<file path="src/rtl/seq_detector_param.sv">
// Serial pattern detector with a runtime-loadable pattern, build-time overlap mode
// and a saturating match counter. All outputs are registered.
module seq_detector_param #(
    parameter int              PAT_W   = 4,
    parameter logic [PAT_W-1:0] PATTERN = 4'b1101,
    parameter bit              OVERLAP = 1'b1,
    parameter int              CNT_W   = 8
) (
    input  logic             clk,
    input  logic             rst,
    input  logic             x,
    input  logic             en,
    input  logic             pat_ld,
    input  logic [PAT_W-1:0] pat_in,
    input  logic             cnt_clr,
    output logic             y,
    output logic [CNT_W-1:0] match_cnt,
    output logic             armed
);
    localparam int FILL_W = $clog2(PAT_W + 1);
    localparam logic [FILL_W-1:0] FULL = FILL_W'(PAT_W);

    logic [PAT_W-1:0]  hist_q, hist_d, hist_n;
    logic [FILL_W-1:0] fill_q, fill_d, fill_n;
    logic [PAT_W-1:0]  pat_q, pat_d;
    logic              y_q, y_d;
    logic [CNT_W-1:0]  cnt_q, cnt_d;
    logic              armed_q, armed_d;
    logic              match;

    always_comb begin
        hist_d  = hist_q;
        fill_d  = fill_q;
        pat_d   = pat_q;
        y_d     = 1'b0;
        cnt_d   = cnt_q;
        match   = 1'b0;
        hist_n  = {hist_q[PAT_W-2:0], x};
        fill_n  = (fill_q == FULL) ? FULL : fill_q + FILL_W'(1);

        if (pat_ld) begin
            // A new pattern restarts the window; in-flight bits are discarded.
            pat_d  = pat_in;
            fill_d = '0;
            hist_d = '0;
        end else if (en) begin
            match  = (fill_n == FULL) && (hist_n == pat_q);
            hist_d = hist_n;
            y_d    = match;
            fill_d = (match && !OVERLAP) ? '0 : fill_n;
        end

        // Clear wins over a coincident match.
        if (cnt_clr) begin
            cnt_d = '0;
        end else if (match && (cnt_q != {CNT_W{1'b1}})) begin
            cnt_d = cnt_q + CNT_W'(1);
        end

        armed_d = (fill_d == FULL);
    end

    always_ff @(posedge clk or negedge rst) begin
        if (!rst) begin
            hist_q  <= '0;
            fill_q  <= '0;
            pat_q   <= PATTERN;
            y_q     <= 1'b0;
            cnt_q   <= '0;
            armed_q <= 1'b0;
        end else begin
            hist_q  <= hist_d;
            fill_q  <= fill_d;
            pat_q   <= pat_d;
            y_q     <= y_d;
            cnt_q   <= cnt_d;
            armed_q <= armed_d;
        end
    end

    assign y         = y_q;
    assign match_cnt = cnt_q;
    assign armed     = armed_q;
endmodule

</file>
<file path="config.mk">
export PLATFORM = sky130hd
export DESIGN_NAME = seq_detector_param
export DESIGN_NICKNAME = d
export VERILOG_FILES = /design/src/rtl/seq_detector_param.sv
export SDC_FILE = /design/constraint.sdc
export NUM_CORES = 1
export LEC_CHECK = 0
export ABC_CLOCK_PERIOD_IN_PS = 5400
export CAP_MARGIN = 40
export CORE_UTILIZATION = 40
export DETAILED_ROUTE_END_ITERATION = 12
export HOLD_SLACK_MARGIN = 0.06
export SLEW_MARGIN = 30
export SYNTH_ARGS = -nofsm -noshare
export SYNTH_HDL_FRONTEND = slang
export SYNTH_SLANG_ARGS = --single-unit
</file>
<file path="constraint.sdc">
create_clock -name clk -period 5.4 [get_ports clk]
set_input_delay 1.62 -clock clk [delete_from_list [all_inputs] [get_ports clk]]
set_output_delay 1.62 -clock clk [all_outputs]
set_load 0.02 [all_outputs]
</file>
# Word level (Yosys, flattened, before mapping)
# Cells that the tools add are included.
[word_totals] ff_bits=20 input_bits=10 out_inout_bits=10 wordCells=26
[op_classes] n_addsub=2 n_eq_ne=5 n_mux=9 n_reduce_logical=4
[op_table] operator="$mux 8" n=2
[op_table] operator="$mux 3" n=5
[op_table] operator="$eq 3x3->1 const B" n=3
[op_table] operator="$add 8x1->8 const B" n=1
[op_table] operator="$ne 8x8->1 const B" n=1
[op_table] operator="$eq 4x4->1" n=1
[op_table] operator="$reduce_bool 2->1" n=2
[op_table] operator="$add 3x1->3 const B" n=1
[op_table] operator="$logic_and 1x1->1" n=2
[op_table] operator="$mux 1" n=2

# Depth between registers and ports, before layout
# Gate-level depths: netlist (run 1).
[logic_depth] ltp_word=9 depth_mapped=8 mapped_depth_nobuf=7

# Worst setup path after synthesis (run 1)
# No wires, ideal clock.
[synth_path] path_type="input to register" startpoint="input port x" endpoint="register cnt_q[4] (netlist: match_cnt[4])" setup_ns=0.078 arrival_ns=3.155 required_ns=5.322 setup_slack_ns=2.168 path_stages=6 n_path_buf=1 path_cell_list="xor2_1 a211o_1 or4_4 buf_6 or3_1 a21oi_1"
[synth_via] elab_chain_len=6
[synth_rtl] item="from (decl)" line="11" rtl="input logic x,"
[synth_rtl] item="$eq 4x4->1" line="47" rtl="match = (fill_n == FULL) && (hist_n == pat_q);"
[synth_rtl] item="$logic_and 1x1->1" line="47"
[synth_rtl] item="$mux 1" line="46" rtl="end else if (en) begin"
[synth_rtl] item="$mux 1" line="41" rtl="if (pat_ld) begin"
[synth_rtl] item="$logic_and 1x1->1" line="56" rtl="end else if (match && (cnt_q != {CNT_W{1'b1}})) begin"
[synth_rtl] item="$reduce_bool 2->1 (no line)"
[synth_rtl] item="to (signal assigned)" line="76" rtl="cnt_q <= cnt_d;"
[synth_rtl] item="to (decl)" line="27" rtl="logic [CNT_W-1:0] cnt_q, cnt_d;"
# Every way passes these cells.
# A chain may end at the register's enable or synchronous reset.

# Worst setup path after layout (run 1)
[layout_path] startpoint="input port pat_ld" endpoint="register cnt_q[3] (netlist: match_cnt[3])"
[layout_via] elab_chain_len=3
[layout_rtl] item="from (decl)" line="13" rtl="input logic pat_ld,"
[layout_rtl] item="$mux 1" line="41"
[layout_rtl] item="$logic_and 1x1->1" line="56"
[layout_rtl] item="$reduce_bool 2->1 (no line)"
# Every way passes these cells.

==> summary.md, run 1 <==
| Metric | Value |
|---|---|
| Outcome | completed |
| HP Class | flop to flop |
| GP Congestion | approximately 0.71 |
| Synth Instances | 98 |
| Vias per inst | between 5 and 6 |
| P&R area growth vs syn | 24.8% |
| WL/cell | 12.8 um |
| DR iter-0 viols | 14 |
| LEAKAGE | between 0.5 and 0.6 nW |
| Yosys reg bits | 20 |
| Final Setup Violations | 0 |
| ANT nets after route | 0 |
| Clk_lat worst skew | 0.29 ns |
| Worst-path clk slew | between 0.1 and 0.15 ns |
| Total clock sinks | 20 |
| Die ar. | 2750 sq um |
| IO Port Bufs | 19 |
| Worst Tran Pin Value | between 0.4 and 0.5 ns |
| EDFF count, synth | 0 |
| First-pass GRT wire length | between 3000 and 4000 um |
| Crit end category | flop |
| Initial antenna violation count | 0 |
| Arr. time, crit path | 4.02 ns |
| Cell area after synthesis | 1020 sq um |
| Max Fanout on Critical Path | 12 |
| CTS Buffer Depth | 2 |
| Total iterations of the first detailed-routing run | 4 |
| PD cells | 218 nW/um^2 |
| Synth top area cells | dfrtp_1 42%, dfstp_2 7.7%, mux2_2 4.4%, mux2i_1 3.9%, ha_1 3.7% |
| Yosys top cell area share | 41.8% |
| Row Count | 17 |
| Post-Syn Nets | 111 |
| Fmax | roughly 260 MHz |
| Nets | 132 |
| Max-Cap Viols | 0 |
| Cts bufs inserted | 3 |
| # diodes | 0 |
| Most numerous cell in the Yosys netlist | dfrtp_1 |
| Total Routed Length | 1860 um |
| Worst r2r path cells | 7 |
| Mean Syn Cell Area | 10.4 sq um |
| Max-slew headroom | 71.7% |
| Largest net degree at the start of global routing | 15 |
| GRT Total Usage | 16.1% |
| Req. time, crit path | 5.62 ns |
| Root buf cell | clkbuf_4 |
| # Post-CTS Setup Buffers | 0 |
| Final core utilization | 55.3% |
| CTS tree | built |
| Worst hold slack | 0.554 ns |
| Grt ovf | 0 |
| Synth area leader | dfrtp_1 |
| H-tree depth | 1 |
| Initial core utilization | 44.3% |
| Die width | 52.4 um |
| Post-CTS resize count | 0 |
| Synth async-reset ratio | 100% |
| DR vias | 759 |
| RSZ-0062 raised after global routing | no |
| Critical path class | primary input to flop |
| I/O pin total | 20 |
| Max-slew violations | 0 |
| Crit share post-route | between 70% and 80% |
| Post-CTS Hold Buffers | 0 |
| CP Launch Type | primary input |
| Setup TNS Final | 0 ns |
| Fillers | 214 |
| Vias in the first global route | 724 |
| Ys flop type | dfrtp_1 |
| Worst hold path depth | 2 |
| Post-synth top cells | 17 x dfrtp_1, 10 x nor2_1, 6 x a21oi_1, 6 x o21ai_0, 5 x nand3_1 |
| Hpwl dp | 1420 um |
| Period minus WS final | 3.79 ns |
| Layout cells sized above 1 | between 10% and 20% |
| YS warnings | 0 |
| VDD IR max | 0.206 mV |
| Final Hold Vio Count | 0 |
| Seq/Total Area, Yosys | 49.6% |
| Die H | 52.4 um |
| Skew final | 0.00173 ns |
| DRC Markers | 0 |
| Core area | between 2000 and 2500 sq um |
| Netlist cell types | 33 |
## critical path, cell delays in order
cell	delay, ns
clkdlybuf4s50_1	0.62
o21ba_2	0.35
o211ai_1	0.14
or4_4	0.66
or3_2	0.47
a21oi_1	0.15
## final timing paths
| path | endpoint | from | slack, ns |
|---|---|---|---|
| max | match_cnt[3] | pat_ld | 1.61 |
| min | hist_q[2] | hist_q[2] | 0.55 |
| max reg2reg | match_cnt[3] | fill_q[0] | 2.77 |
| min reg2reg | hist_q[2] | hist_q[2] | 0.55 |
| max in group asynchronous | pat_q[2] | rst | 3.33 |
| min in group asynchronous | match_cnt[3] | rst | 1.59 |
## power breakdown
| part | total [W] | internal, W | switching, W |
|---|---|---|---|
| logic | 0.0000324 | 0.0000174 | 0.0000151 |
| registers | 0.000160 | 0.000156 | 0.00000410 |
| clock network | 0.0000842 | 0.0000411 | 0.0000431 |
## metal layers
layer | track usage (%) | share of wire [%]
met1 | 21.0 | 48
met2 | 25.1 | 46
met3 | 6.09 | 4.5
met4 | 3.95 | 0.75
met5 | 0 | 0
## per-stage QoR
| stage | power, W | worst slack (ns) | instances | instance area (sq um) |
|---|---|---|---|---|
| 2_1_floorplan | 0.000182 | 2.17 | 98 | 1020 |
| 3_3_place_gp | 0.000194 | 1.33 | 141 | 1220 |
| 3_5_place_dp | 0.000196 | 1.28 | 142 | 1230 |
| 4_1_cts | 0.000282 | 1.61 | 146 | 1270 |
| 5_1_grt | 0.000294 | 1.50 | 146 | 1270 |
| 6_report | 0.000277 | 1.61 | 146 | 1270 |
## final cells by class
type | count | area (sq um) | area share, %
Sequential cell | 20 | 504 | 39.7
Inverter | 4 | 15.0 | 1.18
Clock buffer | 4 | 36.3 | 2.86
Multi-Input combinational cell | 70 | 474 | 37.3
Tap cell | 28 | 35.0 | 2.76
Timing Repair Buffer | 20 | 205 | 16.2
## cells by family (layout without fill, tap and decap cells)
logic type      count (synthesis)  in the layout  share of synthesized area [%]
flops                          20             20                           49.6
buf+inv                         8             28                           3.81
fa+ha+maj                       3              3                           3.69
simple gates                   35             35                           18.8
compound gates                 18             18                           10.6
xor+xnor                        6              6                           5.17
mux                             8              8                           8.36
## cells in the final DEF (no fill, tap or decap), types with 4 or more instances in the layout
cell type	netlist	routed
nand3_1	5	5
mux2i_1	4	4
mux2_2	4	4
nor2_1	10	10
dfrtp_1	17	17
o21ai_0	6	6
a21oi_1	6	6
nand2_1	4	4
inv_1	4	4
clkdlybuf4s50_1	0	19
## state kept, by name (all words and copies together) (netlist names)
name	flops
y	1
fill_q	3
hist_q	3
pat_q	4
armed	1
match_cnt	8
No activity file was read; power rests on OpenSTA's default activity.
==> run 2, diff against run 1 <==
Settings changed: ABC_CLOCK_PERIOD_IN_PS 5400 to 3100, PLACE_DENSITY set to 0.67.
Clock period 5.4 ns to 3.1 ns, I/O delays scaled along.
==> run 2 against run 1 <==
Net effect:
- routed wire length is 2.1% higher
- die area unchanged
- combinational power is 80% higher
- highest routed layer unchanged
- via count increased by 4.6%
- count of clock-buffer cells in the layout unchanged
- hold slack gained 0.0038 ns
==> summary.md, run 2 (synthesized netlist as in run 1, its figures left out) <==
| Metric | Value |
|---|---|
| PD cells | 359 nW/um^2 (+65%) |
| Crit-path max cell delay | 0.57 ns (-0.09 ns) |
| Die ar. | 2750 sq um (unchanged) |
| Fillers | 215 (+0.47%) |
| Initial antenna violation count | 0 (unchanged) |
| GP Congestion | 0.807 (+13%) |
| Worst Tran Pin Value | 0.326 ns (-0.0972 ns) |
| Vias per inst | 5.26 (+1.1%) |
| Total clock sinks | 20 (unchanged) |
| Net Switching | 0.000109 W (+76%) |
| # diodes | 0 (unchanged) |
| CP Launch Type | primary input |
| Critical path class | primary input to flop |
| Fmax | 359 MHz |
| Die H | 52.4 um (unchanged) |
| Critical path's slowest cell | or4_4 |
| Worst R2R End | match_cnt[3] |
| Root buf cell | clkbuf_4 |
| Total iterations of the first detailed-routing run | 4 (unchanged) |
| CP cell instances | clkdlybuf4s50_1 -> xor2_1 -> a211o_1 -> or4_4 -> or3_2 -> a21oi_1 |
| HP Start | pat_q[1] |
| Largest register FFs | 8 (unchanged) |
| Crit path max-delay family | simple AND/OR/NAND/NOR gates |
| I/O pin total | 20 (unchanged) |
| IO Port Bufs | 19 (unchanged) |
| WL/cell | 12.6 um (-1.3%) |
| R2R Setup Slk | 0.50 ns (-2.27 ns) |
| Crit end category | flop |
| Arr. time, crit path | 3.00 ns (-1.02 ns) |
| DR iter-0 viols | 22 (+8) |
| Worst hold slack | 0.557 ns (+0.00376 ns) |
| Cts bufs inserted | 3 (unchanged) |
| Clk pwr share | 27.2% (-3.2 points) |
| Worst r2r path cells | 7 (unchanged) |
| HP Class | flop to flop |
| Grt ovf | 0 (unchanged) |
| Outcome | completed |
| Crit share post-route | between 80 and 90% |
| Req. time, crit path | 3.32 ns (-2.30 ns) |
| Worst hold path depth | 1 (-1) |
| Switching share of power | 23.6% (+1.1 points) |
| Commonest cells after routing, fill and taps aside | 19 x clkdlybuf4s50_1, 17 x dfrtp_1, 10 x nor2_1 |
| Hold endpoint | pat_q[1] |
| Core area | 2300 sq um (unchanged) |
| Skew final | 0.00152 ns (-0.000214 ns) |
| Buf+Inv Stages, Crit Path | 1 (unchanged) |
| Max Fanout on Critical Path | 10 (-2) |
| Row Count | 17 (unchanged) |
| Post-CTS resize count | 0 (unchanged) |
| CTS tree | built |
| Final Setup Violations | 0 (unchanged) |
| ANT nets after route | 0 (unchanged) |
| # Post-CTS Setup Buffers | 0 (unchanged) |
| Die width | 52.4 um (unchanged) |
| Max-Cap Viols | 0 (unchanged) |
| LEAKAGE | 0.550 nW (+2.5%) |
| Largest net degree at the start of global routing | 21 (+6) |
| R2R Path Start | fill_q[0] |
| Sequential Power Share | 60.3% (+2.4 points) |
| Final Cell Area | 1290 sq um (+1.6%) |
| Area after DPL | 1260 sq um (+2.4%) |
| First-pass GRT wire length | 3120 um (-1.1%) |
| Total Power | 0.000464 W (+67%) |
| Max-slew headroom | 78.1% (+6.4 points) |
| Initial core utilization | 44.3% (unchanged) |
| DRC Markers | 0 (unchanged) |
| Pint | 0.000354 W (+65%) |
| Hpwl dp | 1420 um (-0.17%) |
| Comb power frac | 12.5% (+0.8 points) |
| Clk_lat worst skew | 0.29 ns (about the same) |
| Max-slew violations | 0 (unchanged) |
| Post-CTS Hold Buffers | 0 (unchanged) |
| Final Hold Vio Count | 0 (unchanged) |
| Period minus WS final | 2.78 ns |
| VDD IR max | 0.307 mV (+49%) |
| H-tree depth | 1 (unchanged) |
| Commonest non-fill, non-tap cell in the layout | clkdlybuf4s50_1 |
| Vias in the first global route | 721 (-0.41%) |
| GRT Total Usage | 15.8% (-0.35 points) |
| RSZ-0062 raised after global routing | no |
| P&R area growth vs syn | 26.8% |
| Layout cells sized above 1 | 17.9% (+2.6 points) |
| DR vias | 794 (+4.6%) |
| Nets | 137 (+3.8%) |
| CTS Buffer Depth | 2 (unchanged) |
| Total Routed Length | 1900 um (+2.1%) |
| Worst-path clk slew | 0.11 ns (about the same) |
run 2: changes by cell type in the layout (fill, tap and decap cells not counted):
cell	before	now
buf_8	1	0
clkbuf_1	0	1
buf_4	0	6
clkbuf_8	1	0
run 2: power groups by stage:
| stage | logic, W | clock network, W | registers [W] |
|---|---|---|---|
| 6_report | 0.0000582 | 0.000126 | 0.000279 |
| 5_1_grt | 0.0000643 | 0.000144 | 0.000281 |
| 4_1_cts | 0.0000590 | 0.000133 | 0.000280 |
| 3_5_place_dp | 0.0000588 | 0 | 0.000285 |
| 3_3_place_gp | 0.0000570 | 0 | 0.000284 |
| 2_1_floorplan | 0.0000334 | 0 | 0.000283 |
run 2: cell type report:
class | instances | area (sq um) | area share, %
Inverter | 4 | 15.0 | 1.16
Tap cell | 28 | 35.0 | 2.72
Sequential cell | 20 | 504 | 39.1
Timing Repair Buffer | 25 | 235 | 18.2
Clock buffer | 4 | 26.3 | 2.04
Multi-Input combinational cell | 70 | 474 | 36.8
run 2: worst max-delay path by stage:
stage	start	endpoint	slack [ns]	cells after the start
after floorplan	x	match_cnt[4]	0.56	6
after global placement	x	match_cnt[3]	0.05	6
after detailed placement	x	match_cnt[3]	-0.003	6
after CTS	x	match_cnt[3]	0.33	6
after global routing	x	match_cnt[3]	0.25	6
final	x	match_cnt[3]	0.32	6
run 2: layer usage:
metal | routed length, um | part of all wire [%] | vias to the layer above | GRT usage (%)
met2 | 915 | 48 | 12 | 24.1
met3 | 51 | 2.7 | 2 | 3.48
met5 | 0 | 0 | - | 0
li1 | - | - | 399 | -
met4 | 17 | 0.89 | 0 | 6.58
met1 | 918 | 48 | 381 | 21.5
run 2: per-stage QoR:
stage	setup TNS [ns]	util, %	cells	setup slack [ns]
after floorplan	0	-	98	0.558
after global placement	0	55.0	147	0.0500
after detailed placement	-0.00305	55.0	147	-0.00305
after CTS	0	56.2	151	0.331
after global routing	0	56.2	151	0.247
final	0	56.2	151	0.316
